**config.mk**
```make
export PLATFORM = sky130hd
export DESIGN_NAME = instruction_fetch_unit
export DESIGN_NICKNAME = d
export VERILOG_FILES = /design/src/rtl/instruction_fetch_unit_pkg.sv /design/src/rtl/instruction_fetch_unit.sv
export SDC_FILE = /design/constraint.sdc
export NUM_CORES = 1
export LEC_CHECK = 0
export CORE_MARGIN = 5
export CORE_UTILIZATION = 49
export CTS_BUF_LIST = sky130_fd_sc_hd__clkbuf_4
export DETAILED_ROUTE_END_ITERATION = 16
export GPL_TIMING_DRIVEN = 0
export PLACE_DENSITY = 0.92
export REMOVE_ABC_BUFFERS = 1
export SYNTH_ARGS = -nofsm -noshare
export SYNTH_HDL_FRONTEND = slang
export SYNTH_SLANG_ARGS = --single-unit
```
**constraint.sdc**
```tcl
create_clock -name Clock -period 5.6 [get_ports Clock]
set_input_delay 0.56 -clock Clock [delete_from_list [all_inputs] [get_ports Clock]]
set_output_delay 0.56 -clock Clock [all_outputs]
set_load 0.005 [all_outputs]
```
**src/rtl/instruction_fetch_unit_pkg.sv**
```systemverilog
// Shared opcode and fetch-unit definitions for the MIPS-style pipeline.
// Opcode field occupies [OPC_HI:OPC_LO]; operand field is the low ADDR_W bits.
package instruction_fetch_unit_pkg;

   localparam int OPC_HI = 15;
   localparam int OPC_LO = 10;
   localparam int OPC_W  = OPC_HI - OPC_LO + 1;

   localparam logic [OPC_W-1:0] OP_NOP  = 6'b000000;
   localparam logic [OPC_W-1:0] OP_JMP  = 6'b000001;
   localparam logic [OPC_W-1:0] OP_BANE = 6'b000100;
   localparam logic [OPC_W-1:0] OP_BACC = 6'b000101;
   localparam logic [OPC_W-1:0] OP_BBNE = 6'b000110;
   localparam logic [OPC_W-1:0] OP_BBCC = 6'b000111;
   localparam logic [OPC_W-1:0] OP_BBPL = 6'b001000;

   typedef enum logic [1:0] {
      IFU_BOOT   = 2'd0,
      IFU_RUN    = 2'd1,
      IFU_HALTED = 2'd2
   } ifu_state_e;

endpackage

```
**src/rtl/instruction_fetch_unit.sv**
```systemverilog
// Front-end fetch sequencer: PC, ROM addressing and the IF/ID register.
// Optional macro IFU_EARLY_JMP_EN resolves JMP in fetch instead of downstream.
module instruction_fetch_unit
   import instruction_fetch_unit_pkg::*;
#(
   parameter int                ADDR_W   = 10,
   parameter int                INSTR_W  = 16,
   parameter logic [ADDR_W-1:0] RESET_PC = '0
) (
   input  logic               Clock,
   input  logic               Reset,
   output logic [ADDR_W-1:0]  oIromAddress,
   input  logic [INSTR_W-1:0] iIromInstruction,
   input  logic               iStall,
   input  logic               iRedirect,
   input  logic [ADDR_W-1:0]  iRedirectTarget,
   input  logic               iHalt,
   output logic [INSTR_W-1:0] oInstruction,
   output logic [ADDR_W-1:0]  oPcPlus1,
   output logic               oValid,
   output logic [1:0]         oState
);

   localparam logic [INSTR_W-1:0] NOP_INSTR = {(INSTR_W-ADDR_W)'(OP_NOP), {ADDR_W{1'b0}}};

   ifu_state_e         state_q, state_d;
   logic [ADDR_W-1:0]  pc_q, pc_d, pc_inc;
   logic [INSTR_W-1:0] instr_q, instr_d;
   logic [ADDR_W-1:0]  pcp1_q, pcp1_d;
   logic               valid_q, valid_d;

   assign pc_inc       = pc_q + 1'b1;
   assign oIromAddress = pc_q;
   assign oInstruction = instr_q;
   assign oPcPlus1     = pcp1_q;
   assign oValid       = valid_q;
   assign oState       = state_q;

   always_ff @(posedge Clock or negedge Reset) begin
      if (!Reset) begin
         state_q <= IFU_BOOT;
         pc_q    <= RESET_PC;
         instr_q <= NOP_INSTR;
         pcp1_q  <= '0;
         valid_q <= 1'b0;
      end else begin
         state_q <= state_d;
         pc_q    <= pc_d;
         instr_q <= instr_d;
         pcp1_q  <= pcp1_d;
         valid_q <= valid_d;
      end
   end

   always_comb begin
      state_d = state_q;
      pc_d    = pc_q;
      instr_d = instr_q;
      pcp1_d  = pcp1_q;
      valid_d = valid_q;
      case (state_q)
         IFU_BOOT: begin
            instr_d = NOP_INSTR;
            valid_d = 1'b0;
            state_d = IFU_RUN;
         end
         IFU_RUN: begin
            if (iRedirect) begin
               pc_d    = iRedirectTarget;
               instr_d = NOP_INSTR;
               valid_d = 1'b0;
            end else if (iHalt) begin
               instr_d = NOP_INSTR;
               valid_d = 1'b0;
               state_d = IFU_HALTED;
            end else if (!iStall) begin
`ifdef IFU_EARLY_JMP_EN
               // JMP is consumed here as a bubble; branches still go downstream
               if (iIromInstruction[INSTR_W-1:ADDR_W] == (INSTR_W-ADDR_W)'(OP_JMP)) begin
                  pc_d    = iIromInstruction[ADDR_W-1:0];
                  instr_d = NOP_INSTR;
                  valid_d = 1'b0;
               end else begin
                  pc_d    = pc_inc;
                  instr_d = iIromInstruction;
                  pcp1_d  = pc_inc;
                  valid_d = 1'b1;
               end
`else
               pc_d    = pc_inc;
               instr_d = iIromInstruction;
               pcp1_d  = pc_inc;
               valid_d = 1'b1;
`endif
            end
         end
         IFU_HALTED: begin
            instr_d = NOP_INSTR;
            valid_d = 1'b0;
            if (iRedirect) begin
               pc_d    = iRedirectTarget;
               state_d = IFU_RUN;
            end
         end
         default: begin
            instr_d = NOP_INSTR;
            valid_d = 1'b0;
            state_d = IFU_BOOT;
         end
      endcase
   end

endmodule

```
After elaboration in Yosys (flattened, before gate mapping)
Index checks and enable logic that the tools add are counted.

Register bits: 39. Output and inout bits: 39.

$add $sub $neg: 1. Equality and inequality tests: 8. Muxes and demuxes: 17. Bitwise operators: 3. Reductions and logical operators: 5.

Operators by type and width (number): two-way mux 16 bit (4); two-way mux 10 bit (4); one-hot mux 10 bit (2 select lines) (1); adder 10 x 1 -> 10 bit (second input constant) (1); AND reduction 4 bit (2); two-way mux 2 bit (3); != test 2 bit (second input constant) (3); != test 3 bit (second input constant) (2); one-hot mux 2 bit (3 select lines) (1); two-way mux 1 bit (4); != test 4 bit (second input constant) (1); NOT 1 bit (3); AND reduction 3 bit (1); == test 2 x 1 -> 1 bit (second input constant) (1); == test 2 bit (second input constant) (1); logical NOT 2 bit (1); nonzero test 2 bit (1).

Longest topological paths before layout
Depth after elaboration: 5. Depth in mapped cells: 7. Depth with buffers taken out: 5.

Least setup slack after synthesis
Ideal clock, no wire load.

Path kind: input-to-reg. From: in iHalt. To: reg pcp1_q[1] (netlist: oPcPlus1[1]). Data arrival time: 1841 ps. Required time: 5475 ps. Setup slack: 3634 ps. Stages on the path: 5. Path buffers: 2. Cells stage by stage: or4b_1 > buf_2 > or2_1 > buf_6 > mux2_4.

Cells in the longest elaborated chain, start to end: 2.

Ends and longest elaborated chain: start: declaration (line instruction_fetch_unit.sv:17) `input logic iHalt,`; NOT 1 bit (no source line); AND reduction 4 bit (no source line); end signal: assignment (line instruction_fetch_unit.sv:50) `pcp1_q <= pcp1_d;`; end: declaration (line instruction_fetch_unit.sv:29) `logic [ADDR_W-1:0] pcp1_q, pcp1_d;`.

Every way passes these cells. A chain may end at the register's enable or synchronous reset.

Worst setup path in the final report
From: in iRedirect. To: reg pcp1_q[1] (netlist: oPcPlus1[1]).

Cells in the longest elaborated chain, start to end: 2.

Ends and longest elaborated chain: start: declaration (line instruction_fetch_unit.sv:15) `input logic iRedirect,`; NOT 1 bit (no source line); AND reduction 4 bit (no source line).

Every way passes these cells.

==> flow_metrics.py <==
metrics = {
    "global_routing": {
        "grt_util_all_layers": 0.172,
        "grt_pass1_vias": 1469,
        "gr-total-overflow": 0,
        "grt_pass1_wl_mm": 6.99,
        "antenna_found_initial": 0,
        "grt_max_degree": 40,
    },
    "place": {
        "hpwlAfterDp_mm": 3.31,
        "numPortBuffers": 69,
        "routabilityCongestion": 0.791,
        "dpl_cell_area_sq_um": 2540,
    },
    "cts": {
        "cts_tree": "done",
        "ctsResizeCount": 0,
        "htreeDepth": 2,
        "cts_hold_buffers": 0,
        "insertion_delay_ns": 0.34,
        "clock_sinks": 39,
        "post_cts_buffers": 0,
        "clockRootBuffer": "clkbuf_4",
        "cts_max_path_buffers": 2,
        "clkTransAtPathRegs_ns": 0.12,
        "cts_buffers": 5,
    },
    "power_and_ir_drop": {
        "p_clk_frac": 0.154,
        "combPwrFrac": 0.382,
        "sw_frac_of_total": 0.315,
        "power.internal_uw": 614,
        "p_seq_frac": 0.464,
        "p_per_area_nw_per_um2": 344,
        "ir_drop_uv": 183,
        "p_sw_uw": 282,
        "p_leak_nw": 1.16,
    },
    "synth": {
        "synth_xor_area_frac": 0.0377,
        "synth.top_cell.area_share": 0.525,
        "synth.area.top_cells": "dfrtp_1 52%, mux2i_1 9.7%, nor2_1 4.2%",
        "yosysWarnings": 0,
        "ys_ff_latch": 39,
        "synth_top_family_by_area": "compound AO/OA/AOI/OAI gates",
        "synth_compound_area_frac": 0.141,
        "synth_area_sq_um": 1860,
        "synth_seq_area_share": 0.525,
        "synth_area_leader_cell": "dfrtp_1",
        "async_flop_share": 1.00,
        "synth-simple-area-share": 0.136,
        "ys.flop_type": "dfrtp_1",
        "ys_types": 35,
        "syn_inst": 174,
        "synth_edf_count": 0,
        "muxShareOfSynthArea": 0.105,
        "synthAdderAreaFrac": 0.00673,
        "synth_area_per_cell_sq_um": 10.7,
    },
    "timing": {
        "grt_setup_unrepaired": "no",
        "setup_viol": 0,
        "final_max_slew_viol_count": 0,
        "fin_crit_sh": 0.516,
        "finalHoldViolations": 0,
        "hold-worst-slack_ns": 0.316,
        "period_needed_ns": 2.89,
        "slew_headroom": 0.292,
        "fmax_mhz": 346,
        "tns_ns": 0,
        "worst_pin_slew_ns": 1.06,
        "skew_ns": 0.0122,
    },
    "worst_setup_path": {
        "cp.required_ns": 5.83,
        "start_kind": "input pin",
        "critPathKind": "in -> reg",
        "cp_max_fo": 19,
        "arrival_ns": 3.12,
        "critPathCaptureType": "register",
    },
    "die": {
        "start_util": 0.508,
        "io-pin-count": 70,
        "die_w_um": 71.6,
        "core-area_sq_um": 3660,
        "dieArea_sq_um": 5130,
        "die_y_um": 71.6,
        "fp-row-count": 22,
    },
    "detailed_routing": {
        "first_pass_iters": 4,
        "ant_nets": 0,
        "via_count": 1538,
        "vias_per_cell": 5.32,
        "wirelength_mm": 4.46,
        "drc": 0,
        "avgRoutedWirePerCell_um": 15.4,
        "drt_iter0_drc": 127,
    },
    "hold_path": {
        "hp-class": "in -> async",
    },
    "final_layout": {
        "multi_input_area_sq_um": 793,
        "diodes": 0,
        "fin_nets": 272,
        "area_growth_syn_to_layout_pct": 40.1,
        "design_area_sq_um": 2610,
        "final_common_cell": "clkdlybuf4s50_1",
        "final-seq-area_sq_um": 976,
        "nFillCells": 257,
        "final_cell_mix": "68 x clkdlybuf4s50_1, 39 x dfrtp_1, 21 x nor2_1",
        "drive_gt1_frac": 0.0539,
    },
    "flow_run": {
        "drv_cap": 0,
    },
    "outcome": {
        "outcome": "finished, final reports clean",
    },
}
-- layer usage --
layer | vias up | part of all wire | track usage
met3 | 4 | 0.042 | 0.0196
li1 | 746 | - | -
met5 | - | 0 | 0
met4 | 0 | 0.0070 | 0.0501
met2 | 37 | 0.55 | 0.301
met1 | 751 | 0.40 | 0.224
-- synthesized netlist by cell type (2+ instances only) --
cell type  count
a21o_1         2
a21oi_1        5
a22oi_1        2
a32oi_1        5
and3_1         3
and4_1         4
buf_1          2
buf_2          3
buf_6          2
clkbuf_1       4
dfrtp_1       39
inv_1          8
mux2i_1       18
nand2_1       10
nor2_1        21
nor2b_1        2
nor3_1         4
o21ai_0        3
o21ai_1        8
o21ba_2        3
o22a_1         6
xnor2_1        7
-- cell families after synthesis --
group | after synthesis
AOI/OAI and AO/OA | 37
DFF | 39
muxes | 19
adders and majority gates | 1
and+or+nand+nor | 51
xor gates and xnor gates | 8
buffers and inverters | 19
-- power groups by stage --
| stage | combinational (mW) | clock [mW] | sequential [mW] |
|---|---|---|---|
| finish | 0.342 | 0.138 | 0.416 |
| global route | 0.369 | 0.147 | 0.429 |
| CTS | 0.343 | 0.138 | 0.416 |
| detailed placement | 0.341 | 0 | 0.421 |
| global placement | 0.333 | 0 | 0.417 |
| floorplan | 0.135 | 0 | 0.416 |
-- sequential cells by signal, summed over array words and instances (netlist names) --
register,cells
oInstruction,16
oIromAddress,10
oPcPlus1,10
oState,2
oValid,1
-- final cells by class --
class	instances	share of cell area
clock buffers	6	0.0173
clock inverters	2	0.00288
inverters	8	0.0115
multi-input cells	116	0.305
flip-flops and latches	39	0.375
well taps	48	0.0231
repair buffers	70	0.266
-- worst max-delay path: stages --
cell and delay (ns):
clkdlybuf4s50_1 0.68, or4b_1 0.92, or2_1 0.57, mux2_4 0.38
-- worst paths after layout --
path                            slack (ns)  cells after the start                     endpoint                     from
worst max-delay path                  2.71                      4      oPcPlus1[1]$_DFFE_PN0P_                iRedirect
worst min-delay path                  0.32                      1  oInstruction[3]$_DFFE_PN0P_                    Reset
worst max register to register        3.24                      3      oPcPlus1[1]$_DFFE_PN0P_    oState[1]$_DFFE_PN0P_
worst min register to register        0.49                      1      oPcPlus1[0]$_DFFE_PN0P_  oPcPlus1[0]$_DFFE_PN0P_
max in group asynchronous             4.75                      1  oInstruction[9]$_DFFE_PN0P_                    Reset
min in group Clock                    0.49                      1      oPcPlus1[0]$_DFFE_PN0P_  oPcPlus1[0]$_DFFE_PN0P_
-- per-stage QoR --
stage / worst slack [ns] / utilization / instances / total power, mW
after floorplan: 3.38 / - / 163 / 0.552
after global placement: 2.06 / 0.697 / 280 / 0.750
after detailed placement: 2.02 / 0.695 / 280 / 0.763
after CTS: 2.37 / 0.710 / 288 / 0.897
after global routing: 2.57 / 0.712 / 289 / 0.945
final: 2.71 / 0.712 / 289 / 0.896
(Power assumes the default switching activity.)
